===== config.mk =====
export PLATFORM = sky130hd
export DESIGN_NAME = clk_div_ctrl
export DESIGN_NICKNAME = d
export VERILOG_FILES = /design/src/rtl/clk_div_ctrl.sv
export SDC_FILE = /design/constraint.sdc
export NUM_CORES = 1
export LEC_CHECK = 0
export CORE_UTILIZATION = 65
export CTS_CLUSTER_DIAMETER = 60
export DETAILED_ROUTE_END_ITERATION = 12
export DONT_BUFFER_PORTS = 1
export PLACE_DENSITY = 0.81
export REMOVE_ABC_BUFFERS = 1
export SYNTH_ARGS = -nofsm -noshare
export SYNTH_HDL_FRONTEND = slang
export SYNTH_SLANG_ARGS = --single-unit

===== constraint.sdc =====
create_clock -name clk -period 5.3 [get_ports clk]
set_clock_uncertainty 0.2 [all_clocks]
set_input_delay 0.795 -clock clk [delete_from_list [all_inputs] [get_ports clk]]
set_output_delay 0.795 -clock clk [all_outputs]
set_load 0.02 [all_outputs]

===== src/rtl/clk_div_ctrl.sv =====
`default_nettype none
// ============================================================================
//  Module   : clk_div_ctrl
//  Purpose  : Programmable clock divider. Produces a glitch-free divided clock
//             clk_out (each phase N+1 clk cycles, N = div_cur) with a one-cycle
//             tick on every rising edge of clk_out. en starts/stops the output
//             cleanly (a started high phase always completes). The divisor is
//             changed through a req/ack handshake and only takes effect at a
//             falling boundary of clk_out (or immediately while stopped).
//  Ports    : clk      - system clock
//             rst_n    - asynchronous active-low reset
//             en       - run (1) / stop low (0)
//             div_req  - divisor change request (rising-edge detected)
//             div_val  - requested divisor, stable until div_ack
//             div_ack  - one-cycle pulse when div_cur takes the new value
//             div_cur  - divisor in use
//             clk_out  - divided clock
//             tick     - one-cycle pulse with each 0->1 of clk_out
//             busy     - not stopped, or a divisor request pending
//  Revision : 1.0 - initial release
// ============================================================================
module clk_div_ctrl #(
   parameter int CNT_W = 8
) (
   input  logic             clk,
   input  logic             rst_n,
   input  logic             en,
   input  logic             div_req,
   input  logic [CNT_W-1:0] div_val,
   output logic             div_ack,
   output logic [CNT_W-1:0] div_cur,
   output logic             clk_out,
   output logic             tick,
   output logic             busy
);

   localparam logic [1:0] c_stopped  = 2'd0;
   localparam logic [1:0] c_run      = 2'd1;
   localparam logic [1:0] c_stopping = 2'd2;

   localparam logic [CNT_W-1:0] c_cnt_one = {{(CNT_W-1){1'b0}}, 1'b1};

   logic [1:0]       r_state;
   logic [1:0]       w_state_nxt;
   logic [CNT_W-1:0] r_cnt;
   logic [CNT_W-1:0] w_cnt_nxt;
   logic [CNT_W-1:0] r_shadow;
   logic [CNT_W-1:0] w_shadow_nxt;
   logic [CNT_W-1:0] w_cur_nxt;
   logic             r_pending;
   logic             w_pending_nxt;
   logic             r_req_d;
   logic             w_clk_nxt;
   logic             w_tick_nxt;
   logic             w_ack_nxt;
   logic             w_busy_nxt;
   logic             w_req_rise;
   logic             w_at_end;
   logic             w_fall;
   logic             w_apply;

   assign w_req_rise = div_req & ~r_req_d;
   // Last cycle of the current phase: the counter has reached N.
   assign w_at_end   = (r_state != c_stopped) && (r_cnt == div_cur);
   assign w_fall     = w_at_end & clk_out;
   // A pending divisor lands immediately when stopped, otherwise only at a
   // falling boundary so no phase is ever shortened.
   assign w_apply    = r_pending & ((r_state == c_stopped) | w_fall);

   // ---------------------------------------------------------------- state reg
   always_ff @(posedge clk or negedge rst_n) begin
      if (!rst_n) begin
         r_state <= c_stopped;
      end else begin
         r_state <= w_state_nxt;
      end
   end

   // --------------------------------------------------------------- next state
   always_comb begin
      w_state_nxt = r_state;
      case (r_state)
         c_stopped: begin
            if (en) w_state_nxt = c_run;
         end
         c_run: begin
            // A low phase may be cut short; a high phase must finish first.
            if (!en) begin
               if (!clk_out || w_fall) w_state_nxt = c_stopped;
               else                    w_state_nxt = c_stopping;
            end
         end
         c_stopping: begin
            if (en)          w_state_nxt = c_run;
            else if (w_fall) w_state_nxt = c_stopped;
         end
         default: w_state_nxt = c_stopped;
      endcase
   end

   // ------------------------------------------------------ output next values
   always_comb begin
      w_cnt_nxt  = '0;
      w_clk_nxt  = 1'b0;
      w_tick_nxt = 1'b0;
      // Counting only happens while running now and next; entering or leaving
      // STOPPED leaves the counter cleared and the output low.
      if ((r_state != c_stopped) && (w_state_nxt != c_stopped)) begin
         if (w_at_end) begin
            w_clk_nxt  = ~clk_out;
            w_tick_nxt = ~clk_out;
         end else begin
            w_cnt_nxt  = r_cnt + c_cnt_one;
            w_clk_nxt  = clk_out;
         end
      end

      w_ack_nxt    = w_apply;
      w_cur_nxt    = w_apply ? r_shadow : div_cur;
      // A request arriving on the apply edge becomes the next pending value.
      w_shadow_nxt = w_req_rise ? div_val : r_shadow;
      if (w_req_rise)   w_pending_nxt = 1'b1;
      else if (w_apply) w_pending_nxt = 1'b0;
      else              w_pending_nxt = r_pending;

      w_busy_nxt = (w_state_nxt != c_stopped) | w_pending_nxt;
   end

   // ------------------------------------------------------------ datapath regs
   always_ff @(posedge clk or negedge rst_n) begin
      if (!rst_n) begin
         r_cnt     <= '0;
         r_shadow  <= '0;
         r_pending <= 1'b0;
         r_req_d   <= 1'b0;
         clk_out   <= 1'b0;
         tick      <= 1'b0;
         div_ack   <= 1'b0;
         div_cur   <= '0;
         busy      <= 1'b0;
      end else begin
         r_cnt     <= w_cnt_nxt;
         r_shadow  <= w_shadow_nxt;
         r_pending <= w_pending_nxt;
         r_req_d   <= div_req;
         clk_out   <= w_clk_nxt;
         tick      <= w_tick_nxt;
         div_ack   <= w_ack_nxt;
         div_cur   <= w_cur_nxt;
         busy      <= w_busy_nxt;
      end
   end

endmodule
`default_nettype wire

# == Word-level counts from Yosys, hierarchy flattened ==
# Cells that the tools add are included.
# op_classes
reduce_logical,7
bitwise_logic,7
mux,14
eq_ne,4
n_addsub,1
# op_table
operator,count
$mux W8,2
$mux W2,5
$add A8 B1 Y8 const B,1
$eq A8 B8 Y1,1
$mux W1,6
$pmux W2 S3,1
$reduce_bool A2 Y1,2
$and A1 B1 Y1,3
$eq A2 B1 Y1 const B,1
$eq A2 B2 Y1 const B,1
$logic_and A1 B1 Y1,2
$logic_not A2 Y1,1
$ne A2 B2 Y1 const B,1
$not A1 Y1,2
$or A1 B1 Y1,2
$logic_not A1 Y1,1
$logic_or A1 B1 Y1,1
# word_totals
inputBits,12
reg_bits,32
out_inout_bits,12
word_cells,43

# == Logic depth before layout (Yosys ltp) ==
# Gate-level depths: netlist (run 1).
# logic_depth
ltp_word,10
mapped_depth,5
depth_no_buf,5

# == Worst setup path before layout (run 1) ==
# Ideal clock, no wire load.
# synth_timing
path_type,reg2reg
start,register div_cur[5]
end,register div_cur[4]
t_arrival_ns,1.619
period_less_slack_ns,1.944
n_path_buf,0
path_slack_ns,3.356
required_time_ns,4.975
path_stages_with_launch,6
setup_time_ns,0.125
cell_sequence,dfrtp_1 xnor2_1 o2111ai_1 nor3_4 a31oi_4 mux2_4
# synth_via
elab_chain_cells,5
# synth_lines
element,line,text
from (decl),31,"output logic [CNT_W-1:0] div_cur,"
from (signal assigned),149,div_cur <= w_cur_nxt;
$eq A8 B8 Y1,64,assign w_at_end = (r_state != c_stopped) && (r_cnt == div_cur);
$logic_and A1 B1 Y1,64,
$and A1 B1 Y1,65,assign w_fall = w_at_end & clk_out;
$or A1 B1 Y1,68,assign w_apply = r_pending & ((r_state == c_stopped) | w_fall);
$and A1 B1 Y1,68,
# No other way between the ends.
# A chain may end at the register's enable or synchronous reset.

# == Final worst setup path (run 1) ==
# layout_timing
start,register div_cur[3]
end,register div_cur[4]
# The elaborated chain is that of the path after synthesis.

==> results.yml, run 1 <==
sta:
  tns_ps: 0
  fin_crit_ps: 2120
  period_share: 0.401
  maxSlewViolCount: 0
  tightest_slew_ps: 812
  rsz0062_at_grt: "false"
  finalHoldViolCount: 0
  setup_viol_count_final: 0
  slew_headroom: 0.458
  max_freq_mhz: 471
power_and_ir_drop:
  p_total_mw: 0.568
  power_density_nw_per_um2: 371
  p_switching_mw: 0.168
  switching_share: 0.296
  p_int_mw: 0.399
  peakVddDrop_mv: 0.287
  power_frac_clock: 0.267
  p_leak_nw: 0.682
  pwr-share-comb: 0.139
  sequentialPowerShare: 0.594
critical_path:
  path_buf_inv: 0
  crit_type: "register to register"
  cp.arrival_ps: 2140
  crit_path_max_incr_delay_ps: 500
  crit_required_ps: 5320
  cp-start-kind: "register"
  critPathTopFamily: "flip-flops"
  worstSetupEndpointType: "register"
  cp_max_fo: 9
  cp_slowest_cell: "dfrtp_1"
  reg2reg_depth: 5
  cp.depth: 5
  crit_chain: "xor2_1 -> a211o_1 -> nor3_4 -> a31oi_4 -> mux2_4"
layout:
  nets: 130
  drive_gt1_frac: 0.265
  num_antenna_cells: 0
  layout_commonest_cell: "dfrtp_1"
  mostFrequentLayoutCells: "dfrtp_1, nor2_1, mux2_2, xnor2_1"
  fin_cells: 144
  area_growth_pct: 8.13
drt:
  wl_um: 2320
  ant_nets: 0
  vias_per_cell: 5.72
  vias: 823
  drc: 0
  drt_iter0_drc: 4
  wire_per_inst_um: 16.1
  first_pass_iters: 4
floorplanning:
  die_area_um2: 2370
  ios: 24
  die_y_um: 48.7
  rows: 16
  initial_utilization: 0.707
  core_um2: 2000
  die_width_um: 48.7
yosys:
  synth_area_um2: 1420
  ys_types: 27
  synth_cells: 110
  ys_ff_latch: 32
  syn_area_per_cell_um2: 12.9
  yosysWarningCount: 0
  yosysSeqAreaShare: 0.565
global_routing:
  grt_pass1_vias: 842
  grt.total_usage: 0.232
  overflow: 0
  grt_max_degree: 33
  antenna_found_initial: 0
  grt_first_pass_wirelength_um: 3880
clock_tree:
  insertion_delay_ps: 330
  htree_levels: 2
  cts.sinks: 32
  root_buffer: "clkbuf_4"
  post_cts_buffers: 0
  cts_buffers: 5
  cts_max_path_buffers: 2
  clk_pin_slew_worst_paths_ps: 90
  cts_tree: "built"
min_path:
  hp-class: "input port to async pin"
placed_design:
  port_buffers: 0
  place_hpwl_um: 1680
  dp_cells: 136
  gp_congestion: 0.751
status:
  status: "completed"
flow_run:
  cap_violations: 0
-- logic make-up after synthesis --
| logic type | after synthesis | synth area share |
|---|---|---|
| compound gates | 14 | 0.0777 |
| simple gates | 30 | 0.119 |
| buf+inv | 4 | 0.0106 |
| xor+xnor | 13 | 0.0804 |
| mux | 16 | 0.138 |
| fa+ha+maj | 1 | 0.00883 |
| flops | 32 | 0.565 |
-- routing by layer --
layer,GRT usage,share of wire,up-vias
met5,0,0,-
met4,0.147,0.022,0
met3,0.0597,0.036,5
met2,0.373,0.51,21
met1,0.277,0.43,406
li1,-,-,391
-- path summary, 6_finish.rpt --
| kind | to | from | slack (ps) |
|---|---|---|---|
| min in group clk | r_req_d$_DFF_PN0_ | div_req | 290 |
| hold reg to reg | r_shadow[3]$_DFFE_PN0P_ | r_shadow[3]$_DFFE_PN0P_ | 320 |
| hold / removal | r_cnt[4]$_DFF_PN0_ | rst_n | 70 |
| max in group asynchronous | div_ack$_DFF_PN0_ | rst_n | 4660 |
| setup reg to reg | div_cur[4]$_DFFE_PN0P_ | div_cur[3]$_DFFE_PN0P_ | 3180 |
| setup / recovery | div_cur[4]$_DFFE_PN0P_ | div_cur[3]$_DFFE_PN0P_ | 3180 |
-- synth_stat cells, drive strengths merged --
master / instances / area, um2
a211o: 1 / 8.76
a21boi: 1 / 7.51
a21o: 1 / 7.51
a21oi: 2 / 10.0
a31oi: 1 / 21.3
and2: 2 / 15.0
and2b: 2 / 17.5
and3: 2 / 12.5
clkbuf: 1 / 3.75
dfrtp: 32 / 801
ha: 1 / 12.5
inv: 3 / 11.3
mux2: 16 / 195
nand3: 6 / 30.0
nand3b: 1 / 7.51
nor2: 12 / 45.0
nor2b: 2 / 12.5
nor3: 2 / 21.3
nor3b: 1 / 7.51
o2111ai: 1 / 8.76
o21ai: 4 / 20.0
o21bai: 3 / 26.3
xnor2: 7 / 61.3
xor2: 6 / 52.6
-- per-stage QoR --
stage	util	hold slack, ps	instance area [um2]	worst slack [ps]
finish	0.765	73.5	1530	3180
floorplan	-	277	1410	3320
detailed placement	0.723	297	1450	3110
global route	0.765	70.5	1530	3040
global placement	0.723	287	1450	3190
CTS	0.765	70.8	1530	3170
-- final cells by class --
| class | instances | area [um2] |
|---|---|---|
| Tap cell | 27 | 33.8 |
| Inverter | 3 | 11.3 |
| Sequential cell | 32 | 801 |
| Clock buffer | 7 | 65.1 |
| Multi-Input combinational cell | 74 | 601 |
| Timing Repair Buffer | 1 | 20.0 |
| Fill cell | 134 | 470 |
-- power by group through the flow --
stage | registers, mW | clock network, mW | logic (mW)
final | 0.337 | 0.152 | 0.0788
after CTS | 0.337 | 0.156 | 0.0802
after floorplan | 0.330 | 0 | 0.0651
after global placement | 0.339 | 0 | 0.0690
after detailed placement | 0.343 | 0 | 0.0736
after global routing | 0.341 | 0.165 | 0.0869
-- state kept, by name (all words and copies together), names as in the netlist --
name and count:
div_ack 1, r_state 2, clk_out 1, busy 1, div_cur 8, tick 1, r_pending 1, r_shadow 8
r_req_d 1, r_cnt 8
-- timing repair --
action,in CTS,in global routing
gates resized for setup,0,0
hold endpoints to repair,32,0
hold buffers,1,0
(Power assumes the default switching activity.)
==> inputs of run 2 (changes only) <==
--- a/config.mk
+++ b/config.mk
@@ -5,11 +5,11 @@
 export SDC_FILE = /design/constraint.sdc
 export NUM_CORES = 1
 export LEC_CHECK = 0
-export CORE_UTILIZATION = 65
+export CORE_UTILIZATION = 61
 export CTS_CLUSTER_DIAMETER = 60
 export DETAILED_ROUTE_END_ITERATION = 12
 export DONT_BUFFER_PORTS = 1
-export PLACE_DENSITY = 0.81
+export PLACE_DENSITY = 0.77
 export REMOVE_ABC_BUFFERS = 1
 export SYNTH_ARGS = -nofsm -noshare
 export SYNTH_HDL_FRONTEND = slang
==> constraint.sdc (replaced) <==
create_clock -name clk -period 2.1 [get_ports clk]
set_clock_uncertainty 0.2 [all_clocks]
set_input_delay 0.315 -clock clk [delete_from_list [all_inputs] [get_ports clk]]
set_output_delay 0.315 -clock clk [all_outputs]
set_load 0.02 [all_outputs]
==> run 2 against run 1 <==
Worst setup slack worse by 3100 ps. First-iteration DRC count rose to 4.5 times the previous value. Sequential share of layout area down 6.5 points.
==> results.yml, run 2 (same netlist as run 1, synthesis figures left out) <==
status:
  status: "completed"
critical_path:
  cp-start-kind: "register"
  reg2reg_depth: 5
  ff2ff_setup_slack_ps: 100
  crit_required_ps: 2120
  r2r-end: "div_cur[6]$_DFFE_PN0P_"
  crit_type: "register to register"
  worstSetupEndpointType: "register"
  cp_max_fo: 9
  r2r-start: "r_cnt[3]$_DFF_PN0_"
  cp.arrival_ps: 2020
global_routing:
  met2_usage: 0.436
  grt.total_usage: 0.270
  use_met3: 0.0939
  grt_busiest_layer: "met2"
  grt_max_degree: 33
  grt_first_pass_wirelength_um: 4750
  grt_pass1_vias: 1013
  overflow: 0
  met1_usage: 0.328
  antenna_found_initial: 0
layout:
  post-route-util: 0.798
  top_regs: "div_cur x8, r_cnt x8, r_shadow x8"
  num_antenna_cells: 0
  layout_commonest_cell: "dfrtp_1"
  fin_cells: 167
  drive_gt1_frac: 0.302
  fin_area_um2: 1750
  mostFrequentLayoutCells: "dfrtp_1, nor2_1, mux2_2, dlygate4sd3_1, buf_4"
  n_fill_cell: 126
  nets: 151
  area_growth_pct: 23.4
sta:
  tightest_slew_ps: 453
  period_share: 0.953
  maxSlewViolCount: 0
  worst_slack_ps: 98.2
  fin_crit_ps: 2000
  setup_viol_count_final: 0
  max_freq_mhz: 500
  finalHoldViolCount: 0
  tns_ps: 0
  holdWs_ps: 88.8
  slew_headroom: 0.698
  rsz0062_at_grt: "false"
flow_run:
  cap_violations: 0
placed_design:
  dp_cells: 147
  placed_area_um2: 1520
  gp_congestion: 0.820
  place_hpwl_um: 1780
  preCtsSetupSlack_ps: 147
  port_buffers: 0
drt:
  ant_nets: 0
  vias_per_cell: 5.54
  drt_iter0_drc: 18
  first_pass_iters: 4
  wire_per_inst_um: 16.5
  wl_um: 2750
  vias: 925
  drc: 0
clock_tree:
  insertion_delay_ps: 340
  cts.sinks: 32
  root_buffer: "clkbuf_4"
  htree_levels: 2
  cts_tree: "built"
  cts_max_path_buffers: 2
  cts_buffers: 5
  clk_pin_slew_worst_paths_ps: 90
floorplanning:
  die_width_um: 50.2
  rows: 17
  core_um2: 2190
  die_y_um: 50.2
  die_area_um2: 2520
  initial_utilization: 0.646
  ios: 24
power_and_ir_drop:
  power_density_nw_per_um2: 957
  p_total_mw: 1.67
  peakVddDrop_mv: 0.859
  p_leak_nw: 0.792
min_path:
  hold_depth: 3
  worstHoldStart: "en"
  whs_endpoint: "busy$_DFF_PN0_"
  hp-class: "input port to register"
run 2: what timing repair did:
| action | 4_1_cts | 5_1_grt |
|---|---|---|
| hold buffers | 12 | 0 |
| resized for setup | 0 | 0 |
| buffers inserted | 0 | 0 |
| endpoints found under the setup margin | 0 | 8 |
| endpoints found under the hold margin | 44 | 0 |
run 2: worst max-delay path by stage:
stage / from / end / slack, ps / cells after the start
floorplan: div_cur[5]$_DFFE_PN0P_ / div_cur[4]$_DFFE_PN0P_ / 160 / 5
global route: r_cnt[0]$_DFF_PN0_ / div_cur[3]$_DFFE_PN0P_ / 20 / 5
detailed placement: r_cnt[0]$_DFF_PN0_ / div_cur[2]$_DFFE_PN0P_ / 150 / 5
global placement: r_cnt[0]$_DFF_PN0_ / div_cur[1]$_DFFE_PN0P_ / 200 / 5
CTS: r_cnt[0]$_DFF_PN0_ / div_cur[3]$_DFFE_PN0P_ / 110 / 5
finish: r_cnt[3]$_DFF_PN0_ / div_cur[6]$_DFFE_PN0P_ / 100 / 5
run 2: worst max-delay path: stages, from the launching register on:
cell and delay [ps]:
dfrtp_1 440, xor2_1 160, a211o_1 260, nor3_4 250, a31oi_4 210, mux2_4 360
run 2: area by class of cell:
| type | count | area (um2) | share of cell area |
|---|---|---|---|
| clock buffers | 7 | 65.1 | 0.0372 |
| clock inverters | 1 | 30.0 | 0.0172 |
| inverters | 3 | 11.3 | 0.00644 |
| multi-input cells | 74 | 601 | 0.344 |
| flip-flops and latches | 32 | 801 | 0.458 |
| well taps | 28 | 35.0 | 0.0200 |
| repair buffers | 22 | 205 | 0.117 |
run 2: routing by layer:
layer  vias up  routed length (um)
li1        435                   -
met5         -                   0
met3         6                 166
met4         0                  63
met1       456                1110
met2        28                1410
run 2: power by group:
group,internal [mW],switching [mW]
combinational,0.199,0.188
sequential,0.698,0.0664
clock,0.316,0.205
